===== config.mk =====
export PLATFORM = sky130hd
export DESIGN_NAME = id_ex_stage_flat
export DESIGN_NICKNAME = d
export VERILOG_FILES = /design/src/rtl/id_ex_if.sv /design/src/rtl/id_ex_stage.sv /design/src/flat_wrapper.sv
export SDC_FILE = /design/constraint.sdc
export NUM_CORES = 1
export LEC_CHECK = 0
export CAP_MARGIN = 20
export CELL_PAD_IN_SITES_DETAIL_PLACEMENT = 0
export CELL_PAD_IN_SITES_GLOBAL_PLACEMENT = 2
export CORE_MARGIN = 4
export CORE_UTILIZATION = 25
export CTS_CLUSTER_SIZE = 30
export DETAILED_ROUTE_END_ITERATION = 8
export PLACE_DENSITY_LB_ADDON = 0.1
export SLEW_MARGIN = 20
export SYNTH_ARGS = -nofsm -noshare
export SYNTH_HDL_FRONTEND = slang
export SYNTH_SLANG_ARGS = --single-unit

===== constraint.sdc =====
create_clock -name clk -period 2.88 [get_ports clk]
set_clock_uncertainty 0.05 [all_clocks]
set_input_delay 0.576 -clock clk [delete_from_list [all_inputs] [get_ports clk]]
set_output_delay 0.576 -clock clk [all_outputs]
set_load 0.01 [all_outputs]

===== src/rtl/id_ex_if.sv =====
// ID-to-EX pipeline bus: decoded instruction, operands and control in; registered EX copy,
// stall request and bubble statistics out.
interface id_ex_if;
    logic        id_valid;
    logic [31:0] id_instr;
    logic [31:0] id_pc_plus4;
    logic [31:0] id_rs_data;
    logic [31:0] id_rt_data;
    logic [31:0] id_imm_ext;
    logic        id_RegDst;
    logic        id_Branch;
    logic        id_MemtoReg;
    logic        id_MemWrite;
    logic        id_ALUSrc;
    logic        id_RegWrite;
    logic        id_Jump;
    logic        id_Ext_op;
    logic [3:0]  id_ALUOp;
    logic        flush;

    logic        ex_valid;
    logic [31:0] ex_pc_plus4;
    logic [31:0] ex_rs_data;
    logic [31:0] ex_rt_data;
    logic [31:0] ex_imm_ext;
    logic        ex_RegDst;
    logic        ex_Branch;
    logic        ex_MemtoReg;
    logic        ex_MemWrite;
    logic        ex_ALUSrc;
    logic        ex_RegWrite;
    logic        ex_Jump;
    logic        ex_Ext_op;
    logic [3:0]  ex_ALUOp;
    logic [4:0]  ex_rs;
    logic [4:0]  ex_rt;
    logic [4:0]  ex_rd;
    logic [4:0]  ex_shamt;
    logic [5:0]  ex_funct;
    logic        stall;
    logic [15:0] bubble_cnt;

    modport master (
        output id_valid, id_instr, id_pc_plus4, id_rs_data, id_rt_data, id_imm_ext,
               id_RegDst, id_Branch, id_MemtoReg, id_MemWrite, id_ALUSrc, id_RegWrite,
               id_Jump, id_Ext_op, id_ALUOp, flush,
        input  ex_valid, ex_pc_plus4, ex_rs_data, ex_rt_data, ex_imm_ext,
               ex_RegDst, ex_Branch, ex_MemtoReg, ex_MemWrite, ex_ALUSrc, ex_RegWrite,
               ex_Jump, ex_Ext_op, ex_ALUOp, ex_rs, ex_rt, ex_rd, ex_shamt, ex_funct,
               stall, bubble_cnt
    );

    modport slave (
        input  id_valid, id_instr, id_pc_plus4, id_rs_data, id_rt_data, id_imm_ext,
               id_RegDst, id_Branch, id_MemtoReg, id_MemWrite, id_ALUSrc, id_RegWrite,
               id_Jump, id_Ext_op, id_ALUOp, flush,
        output ex_valid, ex_pc_plus4, ex_rs_data, ex_rt_data, ex_imm_ext,
               ex_RegDst, ex_Branch, ex_MemtoReg, ex_MemWrite, ex_ALUSrc, ex_RegWrite,
               ex_Jump, ex_Ext_op, ex_ALUOp, ex_rs, ex_rt, ex_rd, ex_shamt, ex_funct,
               stall, bubble_cnt
    );
endinterface


===== src/rtl/id_ex_stage.sv =====
// ID/EX pipeline register with load-use hazard detection and bubble insertion.
// Latency: one cycle ID->EX; stall is combinational in the same cycle.
// Backpressure: stall freezes PC/IF-ID while a bubble is loaded; flush overrides stall.
module id_ex_stage (
    input  logic  clk,
    input  logic  rst_n,
    id_ex_if.slave bus
);

    typedef struct packed {
        logic        valid;
        logic [31:0] pc_plus4;
        logic [31:0] rs_data;
        logic [31:0] rt_data;
        logic [31:0] imm_ext;
        logic        reg_dst;
        logic        branch;
        logic        mem_to_reg;
        logic        mem_write;
        logic        alu_src;
        logic        reg_write;
        logic        jump;
        logic        ext_op;
        logic [3:0]  alu_op;
        logic [4:0]  rs;
        logic [4:0]  rt;
        logic [4:0]  rd;
        logic [4:0]  shamt;
        logic [5:0]  funct;
    } ex_reg_t;

    ex_reg_t     ex_q;
    ex_reg_t     ex_d;
    logic [15:0] bubble_cnt_q;
    logic [4:0]  id_rs;
    logic [4:0]  id_rt;
    logic        rt_is_read;
    logic        load_use;
    logic        counted_bubble;
    logic        unused_opcode;

    assign id_rs         = bus.id_instr[25:21];
    assign id_rt         = bus.id_instr[20:16];
    assign unused_opcode = ^bus.id_instr[31:26];

    // rt is only a true source for R-type ALU ops and for stores (store data).
    assign rt_is_read = ~bus.id_ALUSrc | bus.id_MemWrite;

    assign load_use = ex_q.valid & ex_q.mem_to_reg & (ex_q.rt != 5'd0) & bus.id_valid &
                      ((ex_q.rt == id_rs) | ((ex_q.rt == id_rt) & rt_is_read));

    assign bus.stall    = load_use & ~bus.flush;
    assign counted_bubble = bus.flush | load_use;

    always_comb begin
        ex_d = '0;
        if (!counted_bubble && bus.id_valid) begin
            ex_d.valid      = 1'b1;
            ex_d.pc_plus4   = bus.id_pc_plus4;
            ex_d.rs_data    = bus.id_rs_data;
            ex_d.rt_data    = bus.id_rt_data;
            ex_d.imm_ext    = bus.id_imm_ext;
            ex_d.reg_dst    = bus.id_RegDst;
            ex_d.branch     = bus.id_Branch;
            ex_d.mem_to_reg = bus.id_MemtoReg;
            ex_d.mem_write  = bus.id_MemWrite;
            ex_d.alu_src    = bus.id_ALUSrc;
            ex_d.reg_write  = bus.id_RegWrite;
            ex_d.jump       = bus.id_Jump;
            ex_d.ext_op     = bus.id_Ext_op;
            ex_d.alu_op     = bus.id_ALUOp;
            ex_d.rs         = id_rs;
            ex_d.rt         = id_rt;
            ex_d.rd         = bus.id_instr[15:11];
            ex_d.shamt      = bus.id_instr[10:6];
            ex_d.funct      = bus.id_instr[5:0];
        end
    end

    always_ff @(posedge clk or negedge rst_n) begin
        if (!rst_n) begin
            ex_q         <= '0;
            bubble_cnt_q <= 16'd0;
        end else begin
            ex_q <= ex_d;
            if (counted_bubble && (bubble_cnt_q != 16'hFFFF)) begin
                bubble_cnt_q <= bubble_cnt_q + 16'd1;
            end
        end
    end

    assign bus.ex_valid    = ex_q.valid;
    assign bus.ex_pc_plus4 = ex_q.pc_plus4;
    assign bus.ex_rs_data  = ex_q.rs_data;
    assign bus.ex_rt_data  = ex_q.rt_data;
    assign bus.ex_imm_ext  = ex_q.imm_ext;
    assign bus.ex_RegDst   = ex_q.reg_dst;
    assign bus.ex_Branch   = ex_q.branch;
    assign bus.ex_MemtoReg = ex_q.mem_to_reg;
    assign bus.ex_MemWrite = ex_q.mem_write;
    assign bus.ex_ALUSrc   = ex_q.alu_src;
    assign bus.ex_RegWrite = ex_q.reg_write;
    assign bus.ex_Jump     = ex_q.jump;
    assign bus.ex_Ext_op   = ex_q.ext_op;
    assign bus.ex_ALUOp    = ex_q.alu_op;
    assign bus.ex_rs       = ex_q.rs;
    assign bus.ex_rt       = ex_q.rt;
    assign bus.ex_rd       = ex_q.rd;
    assign bus.ex_shamt    = ex_q.shamt;
    assign bus.ex_funct    = ex_q.funct;
    assign bus.bubble_cnt  = bubble_cnt_q;

endmodule


===== src/flat_wrapper.sv =====
// flat-port wrapper written by rule: the top's interface ports become plain ports
module id_ex_stage_flat 
  (clk, rst_n, bus_id_valid, bus_id_instr, bus_id_pc_plus4, bus_id_rs_data, bus_id_rt_data, bus_id_imm_ext, bus_id_RegDst, bus_id_Branch, bus_id_MemtoReg, bus_id_MemWrite, bus_id_ALUSrc, bus_id_RegWrite, bus_id_Jump, bus_id_Ext_op, bus_id_ALUOp, bus_flush, bus_ex_valid, bus_ex_pc_plus4, bus_ex_rs_data, bus_ex_rt_data, bus_ex_imm_ext, bus_ex_RegDst, bus_ex_Branch, bus_ex_MemtoReg, bus_ex_MemWrite, bus_ex_ALUSrc, bus_ex_RegWrite, bus_ex_Jump, bus_ex_Ext_op, bus_ex_ALUOp, bus_ex_rs, bus_ex_rt, bus_ex_rd, bus_ex_shamt, bus_ex_funct, bus_stall, bus_bubble_cnt);
  id_ex_if bus_i ();
  input  logic clk;
  input  logic rst_n;
  input wire logic [$bits(bus_i.id_valid)-1:0] bus_id_valid;
  input wire logic [$bits(bus_i.id_instr)-1:0] bus_id_instr;
  input wire logic [$bits(bus_i.id_pc_plus4)-1:0] bus_id_pc_plus4;
  input wire logic [$bits(bus_i.id_rs_data)-1:0] bus_id_rs_data;
  input wire logic [$bits(bus_i.id_rt_data)-1:0] bus_id_rt_data;
  input wire logic [$bits(bus_i.id_imm_ext)-1:0] bus_id_imm_ext;
  input wire logic [$bits(bus_i.id_RegDst)-1:0] bus_id_RegDst;
  input wire logic [$bits(bus_i.id_Branch)-1:0] bus_id_Branch;
  input wire logic [$bits(bus_i.id_MemtoReg)-1:0] bus_id_MemtoReg;
  input wire logic [$bits(bus_i.id_MemWrite)-1:0] bus_id_MemWrite;
  input wire logic [$bits(bus_i.id_ALUSrc)-1:0] bus_id_ALUSrc;
  input wire logic [$bits(bus_i.id_RegWrite)-1:0] bus_id_RegWrite;
  input wire logic [$bits(bus_i.id_Jump)-1:0] bus_id_Jump;
  input wire logic [$bits(bus_i.id_Ext_op)-1:0] bus_id_Ext_op;
  input wire logic [$bits(bus_i.id_ALUOp)-1:0] bus_id_ALUOp;
  input wire logic [$bits(bus_i.flush)-1:0] bus_flush;
  output wire logic [$bits(bus_i.ex_valid)-1:0] bus_ex_valid;
  output wire logic [$bits(bus_i.ex_pc_plus4)-1:0] bus_ex_pc_plus4;
  output wire logic [$bits(bus_i.ex_rs_data)-1:0] bus_ex_rs_data;
  output wire logic [$bits(bus_i.ex_rt_data)-1:0] bus_ex_rt_data;
  output wire logic [$bits(bus_i.ex_imm_ext)-1:0] bus_ex_imm_ext;
  output wire logic [$bits(bus_i.ex_RegDst)-1:0] bus_ex_RegDst;
  output wire logic [$bits(bus_i.ex_Branch)-1:0] bus_ex_Branch;
  output wire logic [$bits(bus_i.ex_MemtoReg)-1:0] bus_ex_MemtoReg;
  output wire logic [$bits(bus_i.ex_MemWrite)-1:0] bus_ex_MemWrite;
  output wire logic [$bits(bus_i.ex_ALUSrc)-1:0] bus_ex_ALUSrc;
  output wire logic [$bits(bus_i.ex_RegWrite)-1:0] bus_ex_RegWrite;
  output wire logic [$bits(bus_i.ex_Jump)-1:0] bus_ex_Jump;
  output wire logic [$bits(bus_i.ex_Ext_op)-1:0] bus_ex_Ext_op;
  output wire logic [$bits(bus_i.ex_ALUOp)-1:0] bus_ex_ALUOp;
  output wire logic [$bits(bus_i.ex_rs)-1:0] bus_ex_rs;
  output wire logic [$bits(bus_i.ex_rt)-1:0] bus_ex_rt;
  output wire logic [$bits(bus_i.ex_rd)-1:0] bus_ex_rd;
  output wire logic [$bits(bus_i.ex_shamt)-1:0] bus_ex_shamt;
  output wire logic [$bits(bus_i.ex_funct)-1:0] bus_ex_funct;
  output wire logic [$bits(bus_i.stall)-1:0] bus_stall;
  output wire logic [$bits(bus_i.bubble_cnt)-1:0] bus_bubble_cnt;
  assign bus_i.id_valid = bus_id_valid;
  assign bus_i.id_instr = bus_id_instr;
  assign bus_i.id_pc_plus4 = bus_id_pc_plus4;
  assign bus_i.id_rs_data = bus_id_rs_data;
  assign bus_i.id_rt_data = bus_id_rt_data;
  assign bus_i.id_imm_ext = bus_id_imm_ext;
  assign bus_i.id_RegDst = bus_id_RegDst;
  assign bus_i.id_Branch = bus_id_Branch;
  assign bus_i.id_MemtoReg = bus_id_MemtoReg;
  assign bus_i.id_MemWrite = bus_id_MemWrite;
  assign bus_i.id_ALUSrc = bus_id_ALUSrc;
  assign bus_i.id_RegWrite = bus_id_RegWrite;
  assign bus_i.id_Jump = bus_id_Jump;
  assign bus_i.id_Ext_op = bus_id_Ext_op;
  assign bus_i.id_ALUOp = bus_id_ALUOp;
  assign bus_i.flush = bus_flush;
  assign bus_ex_valid = bus_i.ex_valid;
  assign bus_ex_pc_plus4 = bus_i.ex_pc_plus4;
  assign bus_ex_rs_data = bus_i.ex_rs_data;
  assign bus_ex_rt_data = bus_i.ex_rt_data;
  assign bus_ex_imm_ext = bus_i.ex_imm_ext;
  assign bus_ex_RegDst = bus_i.ex_RegDst;
  assign bus_ex_Branch = bus_i.ex_Branch;
  assign bus_ex_MemtoReg = bus_i.ex_MemtoReg;
  assign bus_ex_MemWrite = bus_i.ex_MemWrite;
  assign bus_ex_ALUSrc = bus_i.ex_ALUSrc;
  assign bus_ex_RegWrite = bus_i.ex_RegWrite;
  assign bus_ex_Jump = bus_i.ex_Jump;
  assign bus_ex_Ext_op = bus_i.ex_Ext_op;
  assign bus_ex_ALUOp = bus_i.ex_ALUOp;
  assign bus_ex_rs = bus_i.ex_rs;
  assign bus_ex_rt = bus_i.ex_rt;
  assign bus_ex_rd = bus_i.ex_rd;
  assign bus_ex_shamt = bus_i.ex_shamt;
  assign bus_ex_funct = bus_i.ex_funct;
  assign bus_stall = bus_i.stall;
  assign bus_bubble_cnt = bus_i.bubble_cnt;
  id_ex_stage u_core (.clk(clk), .rst_n(rst_n), .bus(bus_i));
endmodule

==> results of run 1 <==
[sequential cells by signal, summed over array words and instances (netlist names), 4 cells and up]
signal                  count
u_core.bus.ex_rs            5
u_core.bus.ex_pc_plus4     32
u_core.bus.ex_ALUOp         4
u_core.bus.ex_shamt         5
u_core.bus.ex_rt            5
u_core.bus.ex_funct         6
u_core.bus.ex_imm_ext      32
u_core.bus.ex_rd            5
u_core.bus.bubble_cnt      16
u_core.bus.ex_rs_data      32
u_core.bus.ex_rt_data      32
[layer usage]
metal	vias to the layer above	track usage, %
li1	2292	-
met2	210	25.0
met3	27	6.73
met1	2413	16.0
met5	-	0
met4	4	5.15
[cells in the mapped netlist (all sizes together) (2+ instances only)]
| library cell | count | area, sq um |
|---|---|---|
| a21oi | 2 | 13.8 |
| and3 | 168 | 1050 |
| buf | 5 | 45.0 |
| clkbuf | 35 | 135 |
| dfrtp | 183 | 4580 |
| inv | 3 | 11.3 |
| mux2 | 5 | 56.3 |
| nand2 | 7 | 26.3 |
| nand3 | 8 | 40.0 |
| nand4 | 4 | 25.0 |
| nor2 | 4 | 15.0 |
| nor3 | 10 | 50.1 |
| nor3b | 2 | 15.0 |
| nor4b | 2 | 38.8 |
| o21ai | 2 | 10.0 |
| xnor2 | 11 | 96.3 |
| xor2 | 10 | 87.6 |
[cells by family (layout without fill, tap and decap cells)]
kind of cell | count (synthesis) | in the layout | share of synthesized area (%)
buffers and inverters | 43 | 402 | 3.01
XOR/XNOR | 21 | 21 | 2.89
AND/OR/NAND/NOR | 210 | 210 | 20.5
flip-flops | 183 | 183 | 72.0
multiplexers | 5 | 5 | 0.885
adder cells (fa/ha/maj) | 1 | 1 | 0.197
AO/OA/AOI/OAI | 5 | 5 | 0.570
[cell usage in the layout, fill, tap and decap left out, drive strengths merged, types with 2 or more instances in the layout]
master | Yosys | routed
a21oi | 2 | 2
and3 | 168 | 168
buf | 5 | 15
clkbuf | 35 | 19
clkdlybuf4s50 | 0 | 350
clkinv | 0 | 6
dfrtp | 183 | 183
inv | 3 | 9
mux2 | 5 | 5
nand2 | 7 | 7
nand3 | 8 | 8
nand4 | 4 | 4
nor2 | 4 | 4
nor3 | 10 | 10
nor3b | 2 | 2
nor4b | 2 | 2
o21ai | 2 | 2
xnor2 | 11 | 11
xor2 | 10 | 10
[worst max-delay path by stage]
stage | from | to | depth (start not counted) | slack, ps
after floorplan | bus_id_instr[25] | u_core.bus.bubble_cnt[14]$_DFFE_PN0P_ | 7 | 910
after global placement | bus_id_instr[25] | bus_stall | 7 | 6
after CTS | bus_id_instr[17] | bus_stall | 7 | 30
after global routing | bus_id_instr[21] | bus_stall | 7 | 330
after detailed placement | bus_id_instr[17] | bus_stall | 7 | 30
final | bus_id_instr[21] | bus_stall | 7 | 450
[timing repair]
action | CTS | global route
endpoints found under the setup margin | 0 | 1
hold buffers | 0 | 0
gates resized for setup | 0 | 2
[worst register-to-register path, cell delays in order, from the launching register on]
cell and delay, ps:
dfrtp_1 450, xnor2_1 160, o21ai_1 140, o22ai_2 100, buf_4 150, a21oi_4 380
buf_12 330, and3_1 360
[cell type report]
type | instances | area [sq um] | share of cell area (%)
Inverter | 3 | 11.3 | 0.103
Sequential cell | 183 | 4580 | 42.1
Timing Repair Buffer | 367 | 3680 | 33.8
Clock buffer | 18 | 439 | 4.04
Clock inverter | 14 | 160 | 1.47
Tap cell | 330 | 413 | 3.79
Multi-Input combinational cell | 242 | 1600 | 14.7
[metrics by stage]
stage | hold slack [ps] | total power [uW] | instances | util, % | instance area [sq um]
final | 110 | 6180 | 1157 | 43.3 | 10900
after global routing | 149 | 6480 | 1157 | 43.3 | 10900
after CTS | 135 | 6290 | 1157 | 43.3 | 10900
after detailed placement | 441 | 3900 | 1125 | 40.9 | 10300
after global placement | 428 | 3880 | 1125 | 40.9 | 10300
after floorplan | 230 | 3190 | 468 | - | 6360
[report_power, final]
| part | total, uW | switching [uW] | leakage (uW) | internal (uW) |
|---|---|---|---|---|
| logic | 989 | 396 | 0.00254 | 593 |
| clock network | 2350 | 1090 | 0.000292 | 1260 |
| registers | 2840 | 116 | 0.00244 | 2720 |
| total | 6180 | 1600 | 0.00528 | 4580 |
==> summary.md, run 1 <==
| Metric | Value |
|---|---|
| Largest net degree at the start of global routing | 104 |
| Total Routing Usage GR | 14.6% |
| Fin. Hold Viols | 0 |
| CP delay by family, top | buffers and inverters |
| Detailed Routing Iterations Pass 1 | 4 |
| DR WL met2 | 10600 microns |
| Highest routed layer | met5 |
| Unrepaired setup endpoints after global routing | false |
| Fmax | 0.412 GHz |
| Critical path startpoint category | primary input |
| Worst Path Arrival | 1800 ps |
| Hold WC Path Type | in2async |
| Layout fillers | 2383 |
| Number of I/O pins | 360 |
| Setup crit end kind | primary output |
| Netlist Area Pre-Place | 6360 sq um |
| WP buf/inv | 2 |
| CTS Buffer Depth | 2 |
| Pwr/cell area | 568 nW/um^2 |
| Chip Width | 168 microns |
| Total grt overflow | 0 |
| Async SR Flop Fraction | 100% |
| Seq/Total Area, Yosys | 72.0% |
| #FFs+latches synth | 183 |
| Core ar. | 25100 sq um |
| Final Max Tran Viols | 0 |
| YS warnings | 0 |
| Final #Nets | 991 |
| Post-Route Setup TNS | 0 ps |
| Required time worst endpoint | 2250 ps |
| Die ar. | 28100 sq um |
| Clk slew on worst S/H paths | 70 ps |
| Crit-path cells | clkdlybuf4s50_1 > xnor2_1 > nand3_1 > o22ai_2 > nand2_1 > nor2_1 > dlymetal6s2s_1 |
| Detailed Route WL | 21000 microns |
| First-pass GRT wire length | 31500 microns |
| Max cap viols | 0 |
| CTS buffer count | 17 |
| Routed wl met3 | 1900 microns |
| Synthesized Nets | 645 |
| Critical path class | in2out |
| CTS sink cnt | 183 |
| VDD IR max | 0.000379 V |
| WL met1 | 7980 microns |
| Number of synthesized flops with an enable pin | 0 |
| GP Congestion | 0.744 |
| Final worst setup slack | 455 ps |
| Area Overhead vs Synth | 71.0% |
| Mapped Cells | 468 |
| ANT cells | 0 |
| Fraction of layout cells with a size suffix above 1 | 6.89% |
| LEAKAGE | 0.00528 uW |
| Mean Syn Cell Area | 13.6 sq um |
| Endpoints failing setup | 0 |
| Post-CTS setup repair buffer count | 0 |
| Htree depth | 4 |
| Vias per cell | 4.27 |
| Slowest cell on the critical path | clkdlybuf4s50_1 |
| Distinct cells, synth | 29 |
| Worst Reg-to-Reg Cells | 7 |
| Outcome | completed |
| Iteration-0 DRC Markers | 233 |
| Critical R2R Capture | u_core.bus.ex_rd[3]$_DFF_PN0_ |
| Worst R2R Start | u_core.bus.ex_rt[1]$_DFF_PN0_ |
| Slew HR | 51.5% |
| Worst slew pin tran | 727 ps |
| Dpl ws | 25.1 ps |
| Post-DP HPWL | 15300 microns |
| Max incr delay on CP | 490 ps |
| Clock latency on the worst-skew pair | 430 ps |
| Initial antenna violation count | 2 |
| Primary FF master, synth | dfrtp_1 |
| Final cycle utilization of the critical path | 84.2% |
| Vias | 4946 |
| Cell row count | 58 |
| Drc violations | 0 |
| Die Y-Extent | 168 microns |
| Number of global-route vias before repair | 5228 |
| CP max FO | 2 |
| Shortest period the worst path allows | 2430 ps |
| Reg2reg setup slack | 700 ps |
| CTS tree | yes |
| Final ANT Viol Nets | 0 |
| Starting Density | 25.3% |
| Root buffer cell | clkbuf_16 |
| WL/cell | 18.1 microns |
| # port buffers | 353 |
Power figures use the tool's default switching activity.
==> run 2, diff against run 1 <==
- CORE_UTILIZATION: 25 -> 21
- clock period: 2.88 -> 2.2 ns (I/O delays scaled with it)
==> summary.md, run 2 (synthesis results as in run 1) <==
| Metric | Value |
|---|---|
| Core ar. | 29800 sq um |
| First-pass GRT wire length | 33700 microns |
| Final cycle utilization of the critical path | 97.5% |
| Hold worst-path end | u_core.bus.ex_rs[0]$_DFF_PN0_ |
| CP max FO | 2 |
| Reg2reg setup slack | 140 ps |
| Cell row count | 63 |
| Die ar. | 33100 sq um |
| Setup crit end kind | primary output |
| Number of global-route vias before repair | 5531 |
| WL/cell | 18.3 microns |
| Critical path startpoint category | primary input |
| HP Start | bus_id_instr[21] |
| Placed cell count | 1195 |
| Critical path class | in2out |
| CTS Buffer Depth | 2 |
| Die Y-Extent | 182 microns |
| Detailed Routing Iterations Pass 1 | 6 |
| Fraction of layout cells with a size suffix above 1 | 9.61% |
| Area Overhead vs Synth | 75.7% |
| Root buffer cell | clkbuf_16 |
| Required time worst endpoint | 1710 ps |
| Post-DP HPWL | 16400 microns |
| GP Congestion | 0.770 |
| Final worst setup slack | 55.7 ps |
| CTS tree | yes |
| Final Max Tran Viols | 0 |
| Commonest cells after routing, fill and taps aside | 347 x clkdlybuf4s50_1, 180 x dfrtp_1, 168 x and3_1 |
| VDD IR max | 0.000431 V |
| Worst Path Arrival | 1650 ps |
| Worst Reg-to-Reg Cells | 9 |
| Endpoints failing setup | 0 |
| Htree depth | 4 |
| CTS buffer count | 17 |
| Layout fillers | 2897 |
| Detailed Route WL | 22600 microns |
| Worst R2R Start | u_core.bus.ex_rt[1]$_DFF_PN0_ |
| # port buffers | 353 |
| Initial antenna violation count | 4 |
| Starting Density | 21.4% |
| Dpl ws | -430 ps |
| Critical R2R Capture | u_core.bus.ex_pc_plus4[0]$_DFF_PN0_ |
| Final ANT Viol Nets | 0 |
| Chip Width | 182 microns |
| Clk slew on worst S/H paths | 70 ps |
| LEAKAGE | 0.00540 uW |
| Iteration-0 DRC Markers | 171 |
| Number of I/O pins | 360 |
| Unrepaired setup endpoints after global routing | true |
| Outcome | completed |
| Drc violations | 0 |
| Post-Route Setup TNS | 0 ps |
| Hold WC Path Type | in2reg |
| CTS sink cnt | 183 |
| Total Routing Usage GR | 13.2% |
| Post-layout instance count excluding filler cells | 1236 |
| Worst slew pin tran | 638 ps |
| Vias | 5039 |
| Clock latency on the worst-skew pair | 430 ps |
| Largest net degree at the start of global routing | 168 |
| Vias per cell | 4.08 |
| Fmax | 0.466 GHz |
| Slew HR | 57.5% |
| Commonest non-fill, non-tap cell in the layout | clkdlybuf4s50_1 |
| Fin. Hold Viols | 0 |
| Final #Nets | 1007 |
| Hold_ws | 308 ps |
| Hold depth | 2 |
| Pwr/cell area | 725 nW/um^2 |
| Final core utilization | 37.5% |
| Total grt overflow | 0 |
| Max cap viols | 0 |
| Shortest period the worst path allows | 2140 ps |
==> run 2: through the flow <==
step	cell area (sq um)	total power (uW)
finish	11200	8110
detailed placement	10500	5140
global placement	10500	5130
CTS	11100	8270
floorplan	6360	4180
global route	11200	8530
==> run 2: critical path, cell delays in order <==
cell and delay, ps:
clkdlybuf4s50_1 520, xnor2_2 120, nand2_1 70, o22ai_2 200, nand2_1 70, nor2_1 90
buf_2 150
==> run 2: worst max-delay path by stage <==
| stage | startpoint | end | depth (start not counted) |
|---|---|---|---|
| 6_report | bus_id_instr[23] | bus_stall | 7 |
| 5_1_grt | u_core.bus.ex_rt[2]$_DFF_PN0_ | bus_stall | 6 |
| 4_1_cts | bus_id_instr[17] | u_core.bus.ex_pc_plus4[0]$_DFF_PN0_ | 10 |
| 3_5_place_dp | bus_id_instr[25] | bus_stall | 7 |
| 3_3_place_gp | bus_id_instr[21] | bus_stall | 7 |
| 2_1_floorplan | u_core.bus.ex_rt[4]$_DFF_PN0_ | u_core.bus.bubble_cnt[14]$_DFFE_PN0P_ | 7 |
==> run 2: cell type report <==
cell class | instances | area (sq um) | area share [%]
diodes | 3 | 7.51 | 0.0672
clock buffers | 18 | 429 | 3.84
clock inverters | 14 | 151 | 1.35
inverters | 3 | 11.3 | 0.101
multi-input cells | 243 | 1650 | 14.8
flip-flops and latches | 183 | 4580 | 41.0
well taps | 390 | 488 | 4.37
repair buffers | 382 | 3860 | 34.5
==> run 2: report_power, final <==
group          leakage, uW  switching, uW  internal, uW  total, uW
Sequential         0.00244            146          3570       3710
Clock             0.000282           1520          1530       3050
Combinational      0.00267            535           814       1350
Total              0.00540           2200          5910       8110
==> run 2: what timing repair did <==
item / in CTS / in global routing
cloned: 0 / 1
buffers inserted: 3 / 1
gates resized for setup: 6 / 11
pin swaps: 2 / 7
endpoints found under the setup margin: 1 / 106
hold buffers: 1 / 0
hold endpoints to repair: 48 / 0
==> run 2: routing by layer <==
metal	up-vias	track usage [%]	part of all wire, %
met2	221	22.1	49
met4	2	6.12	3.1
met3	38	5.44	9.0
li1	2334	-	-
met5	-	0	0.058
met1	2444	14.8	38
==> variant: new RTL, flow settings as in run 2 <==
Make the reset (`rst_n`) synchronous in one clocked block.
--- a/src/rtl/id_ex_stage.sv
+++ b/src/rtl/id_ex_stage.sv
@@ -77,7 +77,7 @@
         end
     end
 
-    always_ff @(posedge clk or negedge rst_n) begin
+    always_ff @(posedge clk) begin
         if (!rst_n) begin
             ex_q         <= '0;
             bubble_cnt_q <= 16'd0;
Check against the original RTL: differs if rst_n is asserted again (counterexample within 4 cycles, from zero or initial values and one cycle with rst_n low); with rst_n held inactive, the same outputs for 10 cycles.
==> variant against run 2 <==
  * Clock power down 2%
  * Setup slack better by 25 ps
  * Cell area is 9.1% lower
  * Final cell count decreased by 3.3%
  * Synthesized area down 14%
  * Sequential cell count unchanged
  * Combinational power decreased by 49%
  * Total power decreased by 13%
  * Routed wire length decreased by 14%
  * Critical endpoint unchanged
  * Highest routed layer unchanged
==> variant: results (changes against run 2) <==
| Metric | Value |
|---|---|
| RePlAce Congestion | 0.773 (was 0.770) |
| Post-synth ARST share | 0% (was 100%) |
| Slew @ Worst Pin | 494 ps (was 638 ps) |
| Pre-CTS WS | -420 ps (was -430 ps) |
| Non-Filler Instances | 1195 (was 1236) |
| Pin count of the biggest net entering global routing | 59 (was 168) |
| Routed wire length | 19500 um (was 22600 um) |
| Final HPWL DP | 15300 um (was 16400 um) |
| Initial antenna violation count | 1 (was 4) |
| Top post-synthesis cells by count | 183 x dfxtp_1, 166 x and2_1, 16 x buf_2, 14 x nand2_1 (was 183 x dfrtp_1, 168 x and3_1, 32 x clkbuf_1, 11 x xnor2_1) |
| FF-to-FF End | u_core.bus.bubble_cnt[3]$_SDFFE_PN0P_ (was u_core.bus.ex_pc_plus4[0]$_DFF_PN0_) |
| Vias per cell | 3.83 (was 4.08) |
| CTS Hold Bufs | 0 (was 1) |
| Run status | completed (unchanged) |
| Multi-input gate share of total cell area | 17.0% (was 14.8%) |
| Post-CTS Setup Inserts | 0 (was 3) |
| Buffers excl. clock | 378 (was 382) |
| Area grow syn2layout | 84.9% (was 75.7%) |
| Net Sw Frac | 23.8% (was 27.1%) |
| Placed cell areas | 9550 um2 (was 10500 um2) |
| Combinational Power | 0.684 mW (was 1.35 mW) |
| Layout net count | 1030 (was 1007) |
| Worst Setup SP | bus_id_instr[18] (was bus_id_instr[23]) |
| Resize count post-CTS | 4 (was 6) |
| Max VDD drop | 0.340 mV (was 0.431 mV) |
| RR Startpoint | u_core.bus.ex_rt[4]$_SDFF_PN0_ (was u_core.bus.ex_rt[1]$_DFF_PN0_) |
| Multi-input gate count | 270 (was 243) |
| Total power | 7.10 mW (was 8.11 mW) |
| Ant diodes | 0 (was 3) |
| Syn_area_per_cell | 11.5 um2 (was 13.6 um2) |
| Clock share of power | 42.1% (was 37.6%) |
==> variant: cells by family after synthesis <==
| logic type | share of synthesized area, % |
|---|---|
| xor gates and xnor gates | 1.75 |
| buffers and inverters | 2.28 |
| and+or+nand+nor | 24.6 |
| AOI/OAI and AO/OA | 4.12 |
| DFF | 66.6 |
| muxes | 0.364 |
| adders and majority gates | 0.227 |
==> variant: worst min-delay path by stage <==
| stage | from | slack (ps) | to | cells past startpoint |
|---|---|---|---|---|
| after detailed placement | u_core.bus.bubble_cnt[9]$_SDFFE_PN0P_ | 460 | u_core.bus.bubble_cnt[9]$_SDFFE_PN0P_ | 2 |
| after global placement | u_core.bus.bubble_cnt[9]$_SDFFE_PN0P_ | 450 | u_core.bus.bubble_cnt[9]$_SDFFE_PN0P_ | 2 |
| final | bus_id_instr[23] | 230 | u_core.bus.ex_rs[2]$_SDFF_PN0_ | 2 |
| after global routing | bus_id_instr[20] | 230 | u_core.bus.ex_rt[4]$_SDFF_PN0_ | 2 |
| after floorplan | u_core.bus.bubble_cnt[5]$_SDFFE_PN0P_ | 470 | u_core.bus.bubble_cnt[5]$_SDFFE_PN0P_ | 2 |
| after CTS | u_core.bus.bubble_cnt[9]$_SDFFE_PN0P_ | 470 | u_core.bus.bubble_cnt[9]$_SDFFE_PN0P_ | 2 |
==> variant: critical path, cell delays in order <==
cell             delay (ps)
clkdlybuf4s50_1         490
xnor2_1                 120
nand4_1                 140
o22ai_2                 160
nand2_1                  70
nor2_1                   80
buf_2                   140
==> variant: layer usage <==
layer	vias up	share of wire [%]	GRT usage [%]
li1	2277	-	-
met1	2077	38	13.7
met2	212	50	22.9
met3	9	10	6.09
met4	2	0.88	2.91
met5	-	0.061	0
